File: config.mk
export PLATFORM = sky130hd
export DESIGN_NAME = mos6502s_mem_arbiter
export DESIGN_NICKNAME = d
export VERILOG_FILES = /design/src/rtl/mos6502s_mem_arbiter.sv
export SDC_FILE = /design/constraint.sdc
export NUM_CORES = 1
export LEC_CHECK = 0
export ABC_AREA = 1
export BUFFER_PORTS_ARGS = -buffer_cell sky130_fd_sc_hd__buf_2
export CORE_AREA = 3 3 77 79
export CTS_BUF_LIST = sky130_fd_sc_hd__clkbuf_4 sky130_fd_sc_hd__clkbuf_8 sky130_fd_sc_hd__clkbuf_16
export CTS_CLUSTER_SIZE = 14
export DETAILED_ROUTE_END_ITERATION = 16
export DIE_AREA = 0 0 80 82
export PLACE_DENSITY = 0.69
export SLEW_MARGIN = 20
export SYNTH_ARGS = -nofsm -noshare
export SYNTH_HDL_FRONTEND = slang
export SYNTH_SLANG_ARGS = --single-unit
File: constraint.sdc
create_clock -name clk -period 1.31 [get_ports clk]
set_input_delay 0.0655 -clock clk [delete_from_list [all_inputs] [get_ports clk]]
set_output_delay 0.0655 -clock clk [all_outputs]
set_load 0.1 [all_outputs]
File: src/rtl/mos6502s_mem_arbiter.sv
// Two-master (CPU / DMA) sequencer for the single-port 6502 system memory.
// Each transfer runs IDLE -> ACCESS -> RESP; writes to the ROM half are rejected.
module mos6502s_mem_arbiter #(
    parameter int ADDR_WIDTH = 16,
    parameter int DATA_WIDTH = 8,
    parameter bit FAIR       = 1'b1
) (
    input  logic                  clk,
    input  logic                  rst,
    input  logic                  cpu_req,
    input  logic [ADDR_WIDTH-1:0] cpu_addr,
    input  logic [DATA_WIDTH-1:0] cpu_wdata,
    input  logic                  cpu_rw,
    output logic                  cpu_ack,
    output logic                  cpu_err,
    output logic [DATA_WIDTH-1:0] cpu_rdata,
    input  logic                  dma_req,
    input  logic [ADDR_WIDTH-1:0] dma_addr,
    input  logic [DATA_WIDTH-1:0] dma_wdata,
    input  logic                  dma_rw,
    input  logic                  dma_lock,
    output logic                  dma_ack,
    output logic                  dma_err,
    output logic [DATA_WIDTH-1:0] dma_rdata,
    output logic [ADDR_WIDTH-1:0] mem_addr,
    output logic [DATA_WIDTH-1:0] mem_wdata,
    output logic                  mem_rw,
    output logic                  mem_cs,
    input  logic [DATA_WIDTH-1:0] mem_rdata
);

    typedef enum logic [1:0] {IDLE, ACCESS, RESP} state_t;

    localparam logic GRANT_CPU = 1'b0;
    localparam logic GRANT_DMA = 1'b1;

    state_t                state_q, state_d;
    logic                  grant_q, grant_d;
    logic                  last_grant_q, last_grant_d;
    logic                  lock_dma_q, lock_dma_d;
    logic                  err_pending_q, err_pending_d;
    logic [ADDR_WIDTH-1:0] lat_addr_q, lat_addr_d;
    logic [DATA_WIDTH-1:0] lat_wdata_q, lat_wdata_d;
    logic                  lat_rw_q, lat_rw_d;
    logic [DATA_WIDTH-1:0] cpu_rdata_q, cpu_rdata_d;
    logic [DATA_WIDTH-1:0] dma_rdata_q, dma_rdata_d;

    logic blocked;
    logic dma_wins;
    logic in_resp;

    assign blocked = ~lat_rw_q & lat_addr_q[ADDR_WIDTH-1];

    // A held lock beats fairness; the lock only matters when both are asking.
    always_comb begin
        dma_wins = dma_req;
        if (cpu_req && dma_req) begin
            if (lock_dma_q) begin
                dma_wins = 1'b1;
            end else begin
                dma_wins = FAIR ? (last_grant_q == GRANT_CPU) : 1'b0;
            end
        end
    end

    always_comb begin
        state_d       = state_q;
        grant_d       = grant_q;
        last_grant_d  = last_grant_q;
        lock_dma_d    = lock_dma_q;
        err_pending_d = err_pending_q;
        lat_addr_d    = lat_addr_q;
        lat_wdata_d   = lat_wdata_q;
        lat_rw_d      = lat_rw_q;
        cpu_rdata_d   = cpu_rdata_q;
        dma_rdata_d   = dma_rdata_q;

        case (state_q)
            IDLE: begin
                if (cpu_req || dma_req) begin
                    grant_d = dma_wins ? GRANT_DMA : GRANT_CPU;
                    if (dma_wins) begin
                        lat_addr_d  = dma_addr;
                        lat_wdata_d = dma_wdata;
                        lat_rw_d    = dma_rw;
                    end else begin
                        lat_addr_d  = cpu_addr;
                        lat_wdata_d = cpu_wdata;
                        lat_rw_d    = cpu_rw;
                    end
                    state_d = ACCESS;
                end
            end
            ACCESS: begin
                if (lat_rw_q) begin
                    if (grant_q == GRANT_DMA) begin
                        dma_rdata_d = mem_rdata;
                    end else begin
                        cpu_rdata_d = mem_rdata;
                    end
                end
                err_pending_d = blocked;
                state_d       = RESP;
            end
            RESP: begin
                last_grant_d = grant_q;
                lock_dma_d   = (grant_q == GRANT_DMA) & dma_lock;
                state_d      = IDLE;
            end
            default: state_d = IDLE;
        endcase
    end

    always_ff @(posedge clk) begin
        if (rst) begin
            state_q       <= IDLE;
            grant_q       <= GRANT_CPU;
            last_grant_q  <= GRANT_DMA;
            lock_dma_q    <= 1'b0;
            err_pending_q <= 1'b0;
            lat_addr_q    <= '0;
            lat_wdata_q   <= '0;
            lat_rw_q      <= 1'b1;
            cpu_rdata_q   <= '0;
            dma_rdata_q   <= '0;
        end else begin
            state_q       <= state_d;
            grant_q       <= grant_d;
            last_grant_q  <= last_grant_d;
            lock_dma_q    <= lock_dma_d;
            err_pending_q <= err_pending_d;
            lat_addr_q    <= lat_addr_d;
            lat_wdata_q   <= lat_wdata_d;
            lat_rw_q      <= lat_rw_d;
            cpu_rdata_q   <= cpu_rdata_d;
            dma_rdata_q   <= dma_rdata_d;
        end
    end

    // Gating with rst keeps a reset cycle from committing a write or completing a transfer.
    assign in_resp   = (state_q == RESP) & ~rst;
    assign cpu_ack   = in_resp & (grant_q == GRANT_CPU);
    assign dma_ack   = in_resp & (grant_q == GRANT_DMA);
    assign cpu_err   = cpu_ack & err_pending_q;
    assign dma_err   = dma_ack & err_pending_q;
    assign cpu_rdata = cpu_rdata_q;
    assign dma_rdata = dma_rdata_q;

    assign mem_addr  = lat_addr_q;
    assign mem_wdata = lat_wdata_q;
    assign mem_rw    = lat_rw_q;
    assign mem_cs    = (state_q == ACCESS) & ~rst & ~blocked;

endmodule

==> results.tsv, run 1 <==
metric	value	unit
clock sink count	47	
Yosys reg bits	47	
Netlist cell types	18	
Final GP Congestion	0.795	
crit path kind	reg -> out	
Syn Std Cell Area	0.00217	mm^2
min setup slack post-route	-0.0269	ns
DR WL/cell	10.6	um
most frequent cells in the layout	103 x buf_2, 83 x nor2_1, 42 x dfxtp_1	
Crit. End Element	output port	
unrepaired setup endpoints after global routing	true	
Hold Vio Cnt, Final	0	
Synth warnings	0	
Syn Area/Cell	6.62	um^2
total wire length	5.36	mm
fin crit share	102	%
largest net degree at the start of global routing	34	
port bufs	108	
total number of vias	2327	
type of the worst min-delay path	in -> reg	
TritonCTS clock tree	done	
Total GRT Usage	16.5	%
Sequential Area	957	um^2
Min Clock Period, post-route	1.34	ns
Synth Instances	327	
Tot Pwr	4.45	mW
DRT antenna net count	0	
Layout area overhead	43.9	%
DR pass1 iterations	4	
proportion of layout cells with a drive suffix above 1	34.3	%
1st-iter DRT viols	82	
final setup violating endpoints	2	
CP Max Fanout	5	
Req. time, crit path	1.24	ns
# nets final	496	
relative slew slack	67.3	%
failing checks	negative setup slack	
slew at the pin closest to its max-slew limit	0.494	ns
grt total ovfl	0	
Peak VDD IR	0.763	mV
Clk pin slew, worst setup/hold paths	0.09	ns
Top-Level Pins	109	
register area share after synthesis	43.4	%
max-cap violations	0	
initial core utilization	40.1	%
num rows	27	
clk_skew	0.00710	ns
DP Wirelength	4.09	mm
fmax	0.748	GHz
Leakage	1.61	nW
die footprint	0.00656	mm^2
H-tree depth	2	
Crit path arrival time	1.27	ns
Clk Latency, worst-skew pair	0.30	ns
FILL cells	570	
Synthesized Nets	390	
chip height	82	um
dpl cells	495	
Inserted Clock Buffers	5	
Die X	80	um
diode count	0	
Clock Tree Buf Depth	2	
Root Driver	clkbuf_8	
first-pass GRT wire length	8.67	mm
footprint of the multi-input gates	0.00108	mm^2
vias in the first global route	1989	
commonest non-fill, non-tap cell in the layout	buf_2	
post-route non-filler standard cell count	506	
outcome	finished with violations	
Power Density	1430	mW/mm^2
Residual DRC	0	
initial antenna violation count	0	
vias per cell	4.60	
final count of pins violating max slew	0	
Startpoint Class	flip-flop	
core area	0.00541	mm^2
cell type report:
| class | count | area share, % |
|---|---|---|
| Sequential cell | 47 | 30.7 |
| Clock buffer | 5 | 2.21 |
| Timing Repair Buffer | 119 | 23.7 |
| Tap cell | 72 | 2.89 |
| Multi-Input combinational cell | 225 | 34.7 |
| Clock inverter | 3 | 1.53 |
| Inverter | 35 | 4.30 |
synthesized netlist by cell type:
master	count	area share, %
a21oi_1	28	6.5
buf_2	6	1.4
buf_4	1	0.35
clkbuf_1	13	2.3
dfxtp_1	47	43
inv_1	33	5.7
inv_2	2	0.35
nand2_1	31	5.4
nand3_1	26	6.0
nand3_2	1	0.46
nand3b_1	1	0.35
nand4_2	1	0.58
nor2_1	87	15
nor2_2	1	0.29
nor2_4	2	1.0
nor3_1	4	0.92
o21ai_0	19	4.4
o21ai_1	24	5.5
cells by family (layout without fill, tap and decap cells):
group	Yosys count	after routing	synth area share [%]
simple gates	154	154	30.1
flops	47	47	43.4
compound gates	71	71	16.4
buf+inv	55	162	10.1
repair_timing:
action,CTS,global route
buffers inserted,2,0
endpoints found under the hold margin,1,0
gates resized for setup,4,1
hold buffers,1,0
pin swaps,3,0
setup endpoints to repair,5,13
power breakdown:
group          leakage (nW)  total [mW]  internal [mW]  switching (mW)
sequential            0.390        1.66           1.57          0.0871
combinational          1.17        1.71          0.376            1.34
clock                0.0587        1.08          0.578           0.502
state kept, by name, summed over array words and instances (netlist names):
| register | cells |
|---|---|
| grant_q | 1 |
| err_pending_q | 1 |
| state_q | 2 |
| lock_dma_q | 1 |
| last_grant_q | 1 |
| mem_wdata | 8 |
| dma_rdata | 8 |
| mem_addr | 16 |
| cpu_rdata | 8 |
| mem_rw | 1 |
metrics by stage:
step,setup WS (ns),util [%],TNS (ns),cell area [um^2],hold WS (ns)
4_1_cts,-0.0481,57.7,-0.0999,3120,0.000506
2_1_floorplan,-0.176,-,-0.529,2250,0.130
5_1_grt,-0.118,57.7,-0.533,3120,0.000542
3_3_place_gp,0.119,54.9,0,2970,0.310
6_report,-0.0269,57.7,-0.0487,3120,0.00563
3_5_place_dp,0.0770,54.9,0,2970,0.315
final timing paths:
| kind | start | endpoint | slack, ns | cells past startpoint |
|---|---|---|---|---|
| max | state_q[0] | cpu_err | -0.03 | 4 |
| min | mem_rdata[3] | cpu_rdata[3] | 0.006 | 3 |
| max reg2reg | grant_q | cpu_rdata[5] | 0.09 | 6 |
| min reg2reg | dma_rdata[5] | dma_rdata[5] | 0.49 | 2 |
routing by layer:
metal  up-vias  part of all wire (%)  track usage (%)
li1       1258                     -                -
met2        80                    46             29.1
met3         2                   8.2             5.37
met4         0                  0.35             4.05
met1       987                    45             19.4
met5         -                     0                0
critical path: stages (launching register included):
cell,delay [ns]
dfxtp_4,0.37
nor2_4,0.13
nand2_4,0.10
nor3_4,0.17
buf_12,0.20
(Power assumes the default switching activity.)
==> run 2, diff against run 1 <==
PLACE_DENSITY = 0.72   (was 0.69)
clock period = 1.3 ns   (was 1.31 ns; I/O delays follow)
==> results.tsv, run 2 (same netlist as run 1, synthesis figures left out) <==
metric	value	unit
outcome	finished with violations	
failing checks	negative setup slack	
die footprint	0.00656	mm^2
Startpoint Class	flip-flop	
vias in the first global route	2099	
type of the worst min-delay path	in -> reg	
diode count	0	
1st-iter DRT viols	100	
Peak VDD IR	0.782	mV
Req. time, crit path	1.53	ns
max reg flops	16	
final count of pins violating max slew	0	
Power Density	1370	mW/mm^2
num rows	27	
slew at the pin closest to its max-slew limit	0.503	ns
Min Clock Period, post-route	1.41	ns
Die X	80	um
CP Max Fanout	8	
max-cap violations	0	
fmax	0.712	GHz
Crit path arrival time	1.64	ns
chip height	82	um
sequential power share	37.7	%
Combinational Power Share	42.2	%
design area	0.00324	mm^2
clock sink count	47	
total wire length	6.19	mm
min setup slack post-route	-0.105	ns
Placed Area	0.00295	mm^2
met2 WL post-DR	2.86	mm
DP Wirelength	4.31	mm
total number of vias	2421	
DR pass1 iterations	4	
first-pass GRT wire length	9.43	mm
initial antenna violation count	0	
DR WL/cell	12.0	um
commonest non-fill, non-tap cell in the layout	buf_2	
Min-Delay Path Depth	3	
final setup violating endpoints	27	
Switching Power	1.96	mW
Met3 Routed Length	507	um
Layout area overhead	49.7	%
Clk pin slew, worst setup/hold paths	0.08	ns
DRT antenna net count	0	
Crit. End Element	flip-flop	
grt total ovfl	0	
proportion of layout cells with a drive suffix above 1	36.1	%
Top-Level Pins	109	
Leakage	1.69	nW
relative slew slack	66.7	%
Inserted Clock Buffers	5	
unrepaired setup endpoints after global routing	true	
vias per cell	4.70	
switching power share of the total	44.1	%
footprint of the multi-input gates	0.00109	mm^2
TritonCTS clock tree	done	
# nets final	505	
DRT met1 WL	2.76	mm
Sequential Area	957	um^2
largest net degree at the start of global routing	35	
Power Internal	2.48	mW
Top Metal Used	met4	
Total GRT Usage	17.9	%
Final GP Congestion	0.766	
port bufs	108	
crit path kind	reg -> reg	
initial core utilization	40.1	%
Clock Tree Buf Depth	2	
r2r worst-path depth	9	
FILL cells	514	
Residual DRC	0	
H-tree depth	2	
Root Driver	clkbuf_8	
fin crit share	108	%
clock power share	20.1	%
most frequent cells in the layout	103 x buf_2, 83 x nor2_1, 42 x dfxtp_1	
Clk Latency, worst-skew pair	0.29	ns
core area	0.00541	mm^2
worst slack, placed	0.0644	ns
clk_skew	0.00546	ns
Hold Vio Cnt, Final	0	
run 2: power groups by stage:
| stage | clock (mW) | combinational, mW | sequential [mW] |
|---|---|---|---|
| 2_1_floorplan | 0 | 0.474 | 2.59 |
| 3_3_place_gp | 0 | 1.70 | 1.70 |
| 3_5_place_dp | 0 | 1.72 | 1.70 |
| 4_1_cts | 0.916 | 1.72 | 1.67 |
| 5_1_grt | 0.970 | 1.99 | 1.69 |
| 6_report | 0.891 | 1.87 | 1.67 |
run 2: metrics by stage:
stage | setup TNS [ns] | total power [mW] | utilization [%] | instances | hold WS [ns]
after global placement | 0 | 3.40 | 54.7 | 495 | 0.307
after global routing | -4.70 | 4.65 | 60.0 | 515 | 0.00507
after floorplan | -0.568 | 3.06 | - | 327 | 0.130
final | -1.42 | 4.43 | 60.0 | 515 | 0.00693
after detailed placement | 0 | 3.42 | 54.7 | 495 | 0.312
after CTS | -0.219 | 4.31 | 56.5 | 504 | 0.000895
run 2: worst paths after layout:
path / startpoint / end / slack [ns]
hold / removal: mem_rdata[3] / cpu_rdata[3] / 0.007
hold reg to reg: dma_rdata[3] / dma_rdata[3] / 0.49
setup reg to reg: state_q[1] / mem_addr[7] / -0.11
setup / recovery: state_q[1] / mem_addr[7] / -0.11
run 2: timing repair:
item                                    in CTS  in global routing
gates resized for setup                      2                  9
hold buffers                                 0                  0
endpoints found under the setup margin       5                 30
pin swaps                                    4                  7
endpoints found under the hold margin        0                  0
gates cloned                                 0                  4
setup buffers                                1                  7
run 2: layout make-up:
cell class | count | area share, %
well taps | 72 | 2.78
clock buffers | 7 | 2.58
flip-flops and latches | 47 | 29.5
repair buffers | 128 | 27.3
clock inverters | 1 | 0.154
multi-input cells | 225 | 33.6
inverters | 35 | 4.13
run 2: per-layer routing:
metal | GRT usage (%) | vias to the layer above
met4 | 5.74 | 0
met1 | 22.9 | 1057
met5 | 0 | -
li1 | - | 1271
met3 | 5.81 | 6
met2 | 28.8 | 87
run 2: worst max-delay path, cell delays in order, from the launching register on:
cell and delay, ns:
dfxtp_2 0.33, inv_4 0.09, buf_4 0.12, nand2_2 0.06
nor2_4 0.17, buf_12 0.13, buf_4 0.11, clkbuf_16 0.14
o21ai_1 0.06, nor2_1 0.13
